**config.mk**
```make
export PLATFORM = sky130hd
export DESIGN_NAME = tel_session_ctrl
export DESIGN_NICKNAME = d
export VERILOG_FILES = /design/src/rtl/tel_pkg.sv /design/src/rtl/tel_hex_ascii.sv /design/src/rtl/tel_session_ctrl.sv
export SDC_FILE = /design/constraint.sdc
export NUM_CORES = 1
export LEC_CHECK = 0
export BUFFER_PORTS_ARGS = -buffer_cell sky130_fd_sc_hd__buf_4
export CAP_MARGIN = 20
export CORE_ASPECT_RATIO = 0.7
export CORE_UTILIZATION = 54
export DETAILED_ROUTE_END_ITERATION = 8
export PLACE_DENSITY = 0.81
export SLEW_MARGIN = 20
export SYNTH_ARGS = -nofsm -noshare
export SYNTH_HDL_FRONTEND = slang
export SYNTH_HIERARCHICAL = 1
export SYNTH_SLANG_ARGS = --single-unit
```
**constraint.sdc**
```tcl
create_clock -name clk -period 4.35 [get_ports clk]
set_clock_uncertainty 0.2 [all_clocks]
set_input_delay 0.6525 -clock clk [delete_from_list [all_inputs] [get_ports clk]]
set_output_delay 0.6525 -clock clk [all_outputs]
set_load 0.01 [all_outputs]
```
**src/rtl/tel_pkg.sv**
```systemverilog
// -----------------------------------------------------------------------------
// tel_pkg
// Shared definitions for the telephone session controller:
//   - tel_state_e : call session states
//   - ASCII constants used by the character classifier and display builders
//   - status_char : one character of the space-padded state-name string
//   - hex_char    : one uppercase hex ASCII digit
// -----------------------------------------------------------------------------
package tel_pkg;

    typedef enum logic [2:0] {
        S_IDLE     = 3'd0,
        S_RINGING  = 3'd1,
        S_REJECTED = 3'd2,
        S_BUSY     = 3'd3,
        S_CALL     = 3'd4,
        S_COST     = 3'd5
    } tel_state_e;

    localparam logic [7:0] ASCII_SPACE = 8'h20;
    localparam logic [7:0] ASCII_TILDE = 8'h7E;
    localparam logic [7:0] ASCII_DEL   = 8'h7F;
    localparam logic [7:0] ASCII_0     = 8'h30;
    localparam logic [7:0] ASCII_9     = 8'h39;

    // Character idx (0 = leftmost) of the state name, space-padded on the
    // right. Callers loop over idx to build a string of any length; names
    // longer than the display are truncated on the right.
    function automatic logic [7:0] status_char(input tel_state_e st, input int idx);
        logic [63:0] name;
        int          k;
        case (st)
            S_IDLE:     name = "IDLE    ";
            S_RINGING:  name = "RINGING ";
            S_REJECTED: name = "REJECTED";
            S_BUSY:     name = "BUSY    ";
            S_CALL:     name = "CALL    ";
            S_COST:     name = "COST    ";
            default:    name = "IDLE    ";
        endcase
        k = (idx >= 0 && idx < 8) ? idx : 0;
        if (idx >= 0 && idx < 8) begin
            return name[8*(7-k) +: 8];
        end else begin
            return ASCII_SPACE;
        end
    endfunction

    function automatic logic [7:0] hex_char(input logic [3:0] nib);
        if (nib < 4'd10) begin
            return ASCII_0 + {4'd0, nib};
        end else begin
            return 8'h37 + {4'd0, nib};   // 0x37 + 10 = 'A'
        end
    endfunction

endpackage

```
**src/rtl/tel_hex_ascii.sv**
```systemverilog
// -----------------------------------------------------------------------------
// tel_hex_ascii
// Combinational cost-to-display converter. The cost is rendered as COST_W/4
// uppercase hex digits, right-aligned and zero-padded; all character slots
// above the digits are spaces.
//   cost_i : COST_W-bit value to display
//   hex_o  : 8*MSG_CHARS-bit ASCII string, leftmost character in the MSBs
// -----------------------------------------------------------------------------
module tel_hex_ascii
    import tel_pkg::*;
#(
    parameter int MSG_CHARS = 8,
    parameter int COST_W    = 16
) (
    input  logic [COST_W-1:0]      cost_i,
    output logic [8*MSG_CHARS-1:0] hex_o
);

    localparam int DIGITS = COST_W / 4;

    for (genvar i = 0; i < MSG_CHARS; i++) begin : g_char
        if (i < DIGITS) begin : g_digit
            assign hex_o[8*i +: 8] = hex_char(cost_i[4*i +: 4]);
        end else begin : g_pad
            assign hex_o[8*i +: 8] = ASCII_SPACE;
        end
    end

endmodule

```
**src/rtl/tel_session_ctrl.sv**
```systemverilog
// -----------------------------------------------------------------------------
// tel_session_ctrl
// Call session controller between the input debouncers and the 8-character
// ASCII display driver. States: IDLE, RINGING, REJECTED, BUSY, CALL, COST.
// All outputs are registered and derived from the next state, so they always
// describe the state the controller is in during the same cycle.
//
// Ports:
//   clk        : clock, rising edge
//   rst        : synchronous active-high reset
//   startCall  : request a call (IDLE)
//   answerCall : callee answers (RINGING)
//   endCall    : hang up (RINGING, CALL)
//   calleeBusy : callee line busy (RINGING)
//   sendChar   : charSent valid this cycle
//   charSent   : ASCII character
//   statusMsg  : state name, space-padded, leftmost char in MSBs
//   sentMsg    : character history in CALL, hex cost in COST
//   cost       : running charge, saturating
//   costValid  : one-cycle strobe on COST entry
//   callActive : high while in CALL
// -----------------------------------------------------------------------------
module tel_session_ctrl
    import tel_pkg::*;
#(
    parameter int MSG_CHARS   = 8,
    parameter int RING_CYCLES = 10,
    parameter int HOLD_CYCLES = 10,
    parameter int COST_CYCLES = 5,
    parameter int COST_W      = 16,
    parameter int DIGIT_COST  = 1,
    parameter int CHAR_COST   = 2,
    parameter int TICK_CYCLES = 16,
    parameter int TICK_COST   = 0
) (
    input  logic                   clk,
    input  logic                   rst,
    input  logic                   startCall,
    input  logic                   answerCall,
    input  logic                   endCall,
    input  logic                   calleeBusy,
    input  logic                   sendChar,
    input  logic [7:0]             charSent,
    output logic [8*MSG_CHARS-1:0] statusMsg,
    output logic [8*MSG_CHARS-1:0] sentMsg,
    output logic [COST_W-1:0]      cost,
    output logic                   costValid,
    output logic                   callActive
);

    localparam int MSG_W   = 8 * MSG_CHARS;
    localparam int MAX_A   = (RING_CYCLES > HOLD_CYCLES) ? RING_CYCLES : HOLD_CYCLES;
    localparam int MAX_T   = (MAX_A > COST_CYCLES) ? MAX_A : COST_CYCLES;
    localparam int TIMER_W = $clog2(MAX_T + 1);
    localparam int TICK_W  = $clog2(TICK_CYCLES + 1);

    localparam logic [TIMER_W-1:0] RING_LAST = TIMER_W'(RING_CYCLES - 1);
    localparam logic [TIMER_W-1:0] HOLD_LAST = TIMER_W'(HOLD_CYCLES - 1);
    localparam logic [TIMER_W-1:0] COST_LAST = TIMER_W'(COST_CYCLES - 1);
    localparam logic [TICK_W-1:0]  TICK_LAST = TICK_W'(TICK_CYCLES);

    localparam logic [COST_W-1:0]  COST_MAX   = {COST_W{1'b1}};
    localparam logic [31:0]        DIGIT_AMT  = 32'(DIGIT_COST);
    localparam logic [31:0]        CHAR_AMT   = 32'(CHAR_COST);
    localparam logic [31:0]        TICK_AMT   = 32'(TICK_COST);
    localparam logic [MSG_W-1:0]   ALL_SPACES = {MSG_CHARS{ASCII_SPACE}};

    // Add in a wide domain and clamp, so the accumulator never wraps.
    function automatic logic [COST_W-1:0] sat_add(input logic [COST_W-1:0] a,
                                                  input logic [31:0]       b);
        logic [COST_W+32:0] s;
        s = {33'd0, a} + {{(COST_W+1){1'b0}}, b};
        if (s > {33'd0, COST_MAX}) begin
            return COST_MAX;
        end else begin
            return s[COST_W-1:0];
        end
    endfunction

    tel_state_e          state_q, state_d;
    logic [TIMER_W-1:0]  timer_q, timer_d;
    logic [TICK_W-1:0]   tick_q, tick_d;
    logic [COST_W-1:0]   cost_q, cost_d;
    logic [MSG_W-1:0]    sent_q, sent_d;
    logic [MSG_W-1:0]    status_q, status_d;
    logic                cv_q, cv_d;
    logic                ca_q, ca_d;

    logic                is_digit, is_print, is_del;
    logic                char_ok, tick_now, idle_entry;
    logic [31:0]         charge;
    logic [MSG_W-1:0]    hex_str;

    assign is_digit = (charSent >= ASCII_0) && (charSent <= ASCII_9);
    assign is_print = (charSent >= ASCII_SPACE) && (charSent <= ASCII_TILDE);
    assign is_del   = (charSent == ASCII_DEL);

    // A character counts only in CALL and only when the same cycle is not a
    // hang-up; endCall wins and the character is discarded.
    assign char_ok  = (state_q == S_CALL) && sendChar && !endCall;

    // tick_q numbers the current CALL cycle from 1, wrapping at TICK_CYCLES.
    assign tick_now = (TICK_COST != 0) && (state_q == S_CALL) && (tick_q == TICK_LAST);

    // ---------------- next-state logic ----------------
    always_comb begin
        state_d = state_q;
        case (state_q)
            S_IDLE: begin
                if (startCall) state_d = S_RINGING;
            end
            S_RINGING: begin
                if (endCall)                  state_d = S_REJECTED;
                else if (calleeBusy)          state_d = S_BUSY;
                else if (answerCall)          state_d = S_CALL;
                else if (timer_q == RING_LAST) state_d = S_BUSY;
            end
            S_REJECTED, S_BUSY: begin
                if (timer_q == HOLD_LAST) state_d = S_IDLE;
            end
            S_CALL: begin
                if (endCall)                state_d = S_COST;
                else if (sendChar && is_del) state_d = S_COST;
            end
            S_COST: begin
                if (timer_q == COST_LAST) state_d = S_IDLE;
            end
            default: state_d = S_IDLE;
        endcase
    end

    assign idle_entry = (state_d == S_IDLE) && (state_q != S_IDLE);

    // ---------------- counters ----------------
    always_comb begin
        timer_d = (state_d != state_q) ? '0 : timer_q + TIMER_W'(1);
        tick_d  = '0;
        if (state_d == S_CALL) begin
            if (state_q != S_CALL || tick_q == TICK_LAST) tick_d = TICK_W'(1);
            else                                          tick_d = tick_q + TICK_W'(1);
        end
    end

    // ---------------- cost accumulator ----------------
    always_comb begin
        charge = '0;
        if (char_ok) begin
            if (is_digit)               charge = DIGIT_AMT;
            else if (is_print || is_del) charge = CHAR_AMT;
        end
        cost_d = cost_q;
        if (state_q == S_CALL) begin
            cost_d = sat_add(sat_add(cost_q, charge), tick_now ? TICK_AMT : 32'd0);
        end
        if (idle_entry) cost_d = '0;
    end

    tel_hex_ascii #(
        .MSG_CHARS (MSG_CHARS),
        .COST_W    (COST_W)
    ) u_hex (
        .cost_i (cost_d),
        .hex_o  (hex_str)
    );

    // ---------------- display and strobes ----------------
    always_comb begin
        sent_d = sent_q;
        if (char_ok && is_print) sent_d = {sent_q[MSG_W-9:0], charSent};
        if (state_d == S_COST)   sent_d = hex_str;
        if (idle_entry)          sent_d = ALL_SPACES;
    end

    always_comb begin
        status_d = '0;
        for (int i = 0; i < MSG_CHARS; i++) begin
            status_d[MSG_W-1-8*i -: 8] = status_char(state_d, i);
        end
        cv_d = (state_d == S_COST) && (state_q != S_COST);
        ca_d = (state_d == S_CALL);
    end

    // ---------------- state registers ----------------
    always_ff @(posedge clk) begin
        if (rst) begin
            state_q  <= S_IDLE;
            timer_q  <= '0;
            tick_q   <= '0;
            cost_q   <= '0;
            sent_q   <= ALL_SPACES;
            status_q <= {"IDLE", {(MSG_CHARS-4){ASCII_SPACE}}};
            cv_q     <= 1'b0;
            ca_q     <= 1'b0;
        end else begin
            state_q  <= state_d;
            timer_q  <= timer_d;
            tick_q   <= tick_d;
            cost_q   <= cost_d;
            sent_q   <= sent_d;
            status_q <= status_d;
            cv_q     <= cv_d;
            ca_q     <= ca_d;
        end
    end

    assign statusMsg  = status_q;
    assign sentMsg    = sent_q;
    assign cost       = cost_q;
    assign costValid  = cv_q;
    assign callActive = ca_q;

endmodule

```
==> flow_summary.json <==
{
  "rr_startpoint": "state_q[0]",
  "critPathArrivalTime_ns": 4.19,
  "die_x_um": 130,
  "htreeDepth": 3,
  "synth-seq-cells": 108,
  "power.density_mw_per_mm2": 315,
  "fin_crit_ns": 4.12,
  "start_kind": "flip-flop",
  "cts_tree": "built",
  "gp_congestion": 0.910,
  "setup_viol": 0,
  "p_seq_share_pct": 47.1,
  "max_clock_freq_mhz": 243,
  "clock_latency_ns": 0.35,
  "grt_pass1_vias": 4568,
  "die-area_mm2": 0.0119,
  "avgSynthCellArea_um2": 9.19,
  "setup_slack_ns": 0.231,
  "post-place-ws_ns": 0.176,
  "placed_cells_incl_taps": 911,
  "ant_nets": 0,
  "numCtsBuffers": 9,
  "synth_cell_type_count": 62,
  "dr.pass1.iters": 5,
  "async_reset_ff_share_pct": 0,
  "wl_per_cell_um": 15.7,
  "cts_num_sinks": 108,
  "synth_area_mm2": 0.00621,
  "setup_tns_ns": 0,
  "min_path_type": "reg -> reg",
  "ys_seq_area_share_pct": 34.8,
  "worst_setup_path_end_kind": "flip-flop",
  "ctsLongestPathBuffers": 2,
  "drt_wl_total_mm": 14.6,
  "irDropWorstVdd_v": 0.000200,
  "synth_edf_count": 0,
  "hold_violations": 0,
  "maxSlewViolCount": 0,
  "dp_hpwl_mm": 10.6,
  "avgViaCountPerCell": 5.33,
  "pin_count": 161,
  "max_slew_margin_pct": 27.6,
  "min_from": "timer_q[0]",
  "drt_iter0_markers": 272,
  "row_count": 32,
  "num_antenna_cells": 0,
  "gr-total-overflow": 0,
  "initial_core_util_pct": 56.0,
  "p_clk_share_pct": 37.5,
  "finalHoldWorstSlack_ns": 0.349,
  "comb_power_share_pct": 15.4,
  "cp_max_fo": 14,
  "p_int_uw": 1630,
  "required_ns": 4.42,
  "p_leak_uw": 0.00279,
  "power_switching_uw": 638,
  "dieHeight_um": 91.7,
  "status": "finished clean",
  "core_area_mm2": 0.0111,
  "root_buffer": "clkbuf_16",
  "hold_buffers": 0,
  "stdcell_count": 929,
  "worst_slew_pin_slew_ns": 1.09,
  "grt_usage_pct": 24.7,
  "worstSetupPathType": "reg -> reg",
  "power_uw": 2270,
  "yosysWarnings": 6,
  "via_count": 4948,
  "power_switching_share_pct": 28.1,
  "cap_violations": 0,
  "drive_above_1_share_pct": 29.5,
  "ys.flop_type": "dfxtp_1",
  "nets": 796,
  "grt_max_degree": 96,
  "cp-startpoint": "state_q[0]",
  "clkSlewWorstSetupHoldPaths_ns": 0.08,
  "grt_first_pass_wirelength_mm": 23.0,
  "port_buffers": 134,
  "area_delta_synth_final_pct": 15.9,
  "finalCritPeriodShare_pct": 94.7,
  "synth_cells": 676,
  "antenna_found_initial": 0,
  "post-route-drc-count": 0
}
-- worst paths after layout --
check | to | cells past startpoint | slack [ns]
max reg2reg | sentMsg[16] | 13 | 0.23
min | timer_q[0] | 1 | 0.35
min reg2reg | timer_q[0] | 1 | 0.35
max | sentMsg[16] | 13 | 0.23
-- cell type report --
class	instances	area (um2)
clock buffer	9	225
clock inverter	7	82.6
fill	920	3890
inverter	15	56.3
multi-input combinational	492	3370
sequential	108	2160
tap	153	191
timing repair buffer	145	1110
-- per-layer routing --
metal	vias to the layer above	global-route usage [%]	wire length, um	share of wire [%]
met5	-	0	0	0
met4	0	7.17	219	1.5
met3	22	4.08	871	6.0
met2	178	40.7	6940	48
met1	2327	33.0	6540	45
li1	2421	-	-	-
-- state kept, by name, indices dropped and copies added, names as in the netlist --
signal,cells
sentMsg,64
statusMsg,19
cost,16
timer_q,4
state_q,3
callActive,1
costValid,1
-- power by group through the flow --
stage                     combinational [uW]  sequential, uW  clock (uW)
final                                    349            1070         849
after global routing                     386            1070         897
after CTS                                348            1070         864
after detailed placement                 346            1090           0
after global placement                   340            1090           0
after floorplan                          272            1090           0
-- cell usage in the layout (no fill, tap or decap), drive strengths merged, types with 10 or more instances in the layout --
master	instances
dfxtp	108
a21oi	22
buf	145
a211oi	61
o21ai	16
nand2	27
conb	62
nor4	10
nor2	104
xnor2	13
mux2i	66
nand3	15
inv	18
-- kinds of logic after synthesis --
family	count (synthesis)	share of synthesized area (%)
mux	66	10.6
fa+ha+maj	10	2.14
xor+xnor	14	1.97
flops	108	34.8
simple gates	209	16.2
other cells	4	0.242
buf+inv	134	15.1
compound gates	131	18.9
-- timing repair --
action / CTS / global route
endpoints found under the setup margin: 0 / 9
setup buffers: 0 / 2
resized for setup: 0 / 2
-- synth_stat cells (7+ instances only) --
library cell | instances | area, um2
nand2_1 | 27 | 101
ha_1 | 9 | 113
mux2i_1 | 66 | 661
nor4_1 | 9 | 56.3
o21ai_0 | 7 | 35.0
buf_2 | 8 | 40.0
o211ai_1 | 8 | 60.1
a211oi_2 | 52 | 651
nor2_1 | 104 | 390
nand3_1 | 14 | 70.1
inv_1 | 15 | 56.3
clkbuf_1 | 17 | 63.8
nor3_1 | 9 | 45.0
a211oi_1 | 9 | 67.6
a21oi_1 | 22 | 110
nand2b_1 | 8 | 50.1
xnor2_1 | 13 | 114
buf_4 | 84 | 631
dfxtp_1 | 108 | 2160
-- per-stage QoR --
| stage | utilization, % | cell area [um2] |
|---|---|---|
| 6_report | 64.9 | 7200 |
| 4_1_cts | 64.7 | 7170 |
| 5_1_grt | 64.9 | 7200 |
| 3_5_place_dp | 61.9 | 6870 |
| 3_3_place_gp | 61.9 | 6870 |
| 2_1_floorplan | - | 6430 |
-- critical path, cell delays in order (launching register included) --
cell      delay (ns)
dfxtp_1         0.50
nor3b_4         0.30
nand3_2         0.15
and3b_1         0.25
ha_1            0.18
fa_1            0.21
and4bb_2        0.32
nand2_1         0.14
or3_1           0.52
a21oi_1         0.51
o21ai_2         0.22
xnor2_1         0.25
nor2_1          0.09
a211oi_2        0.19
(Power assumes the default switching activity.)
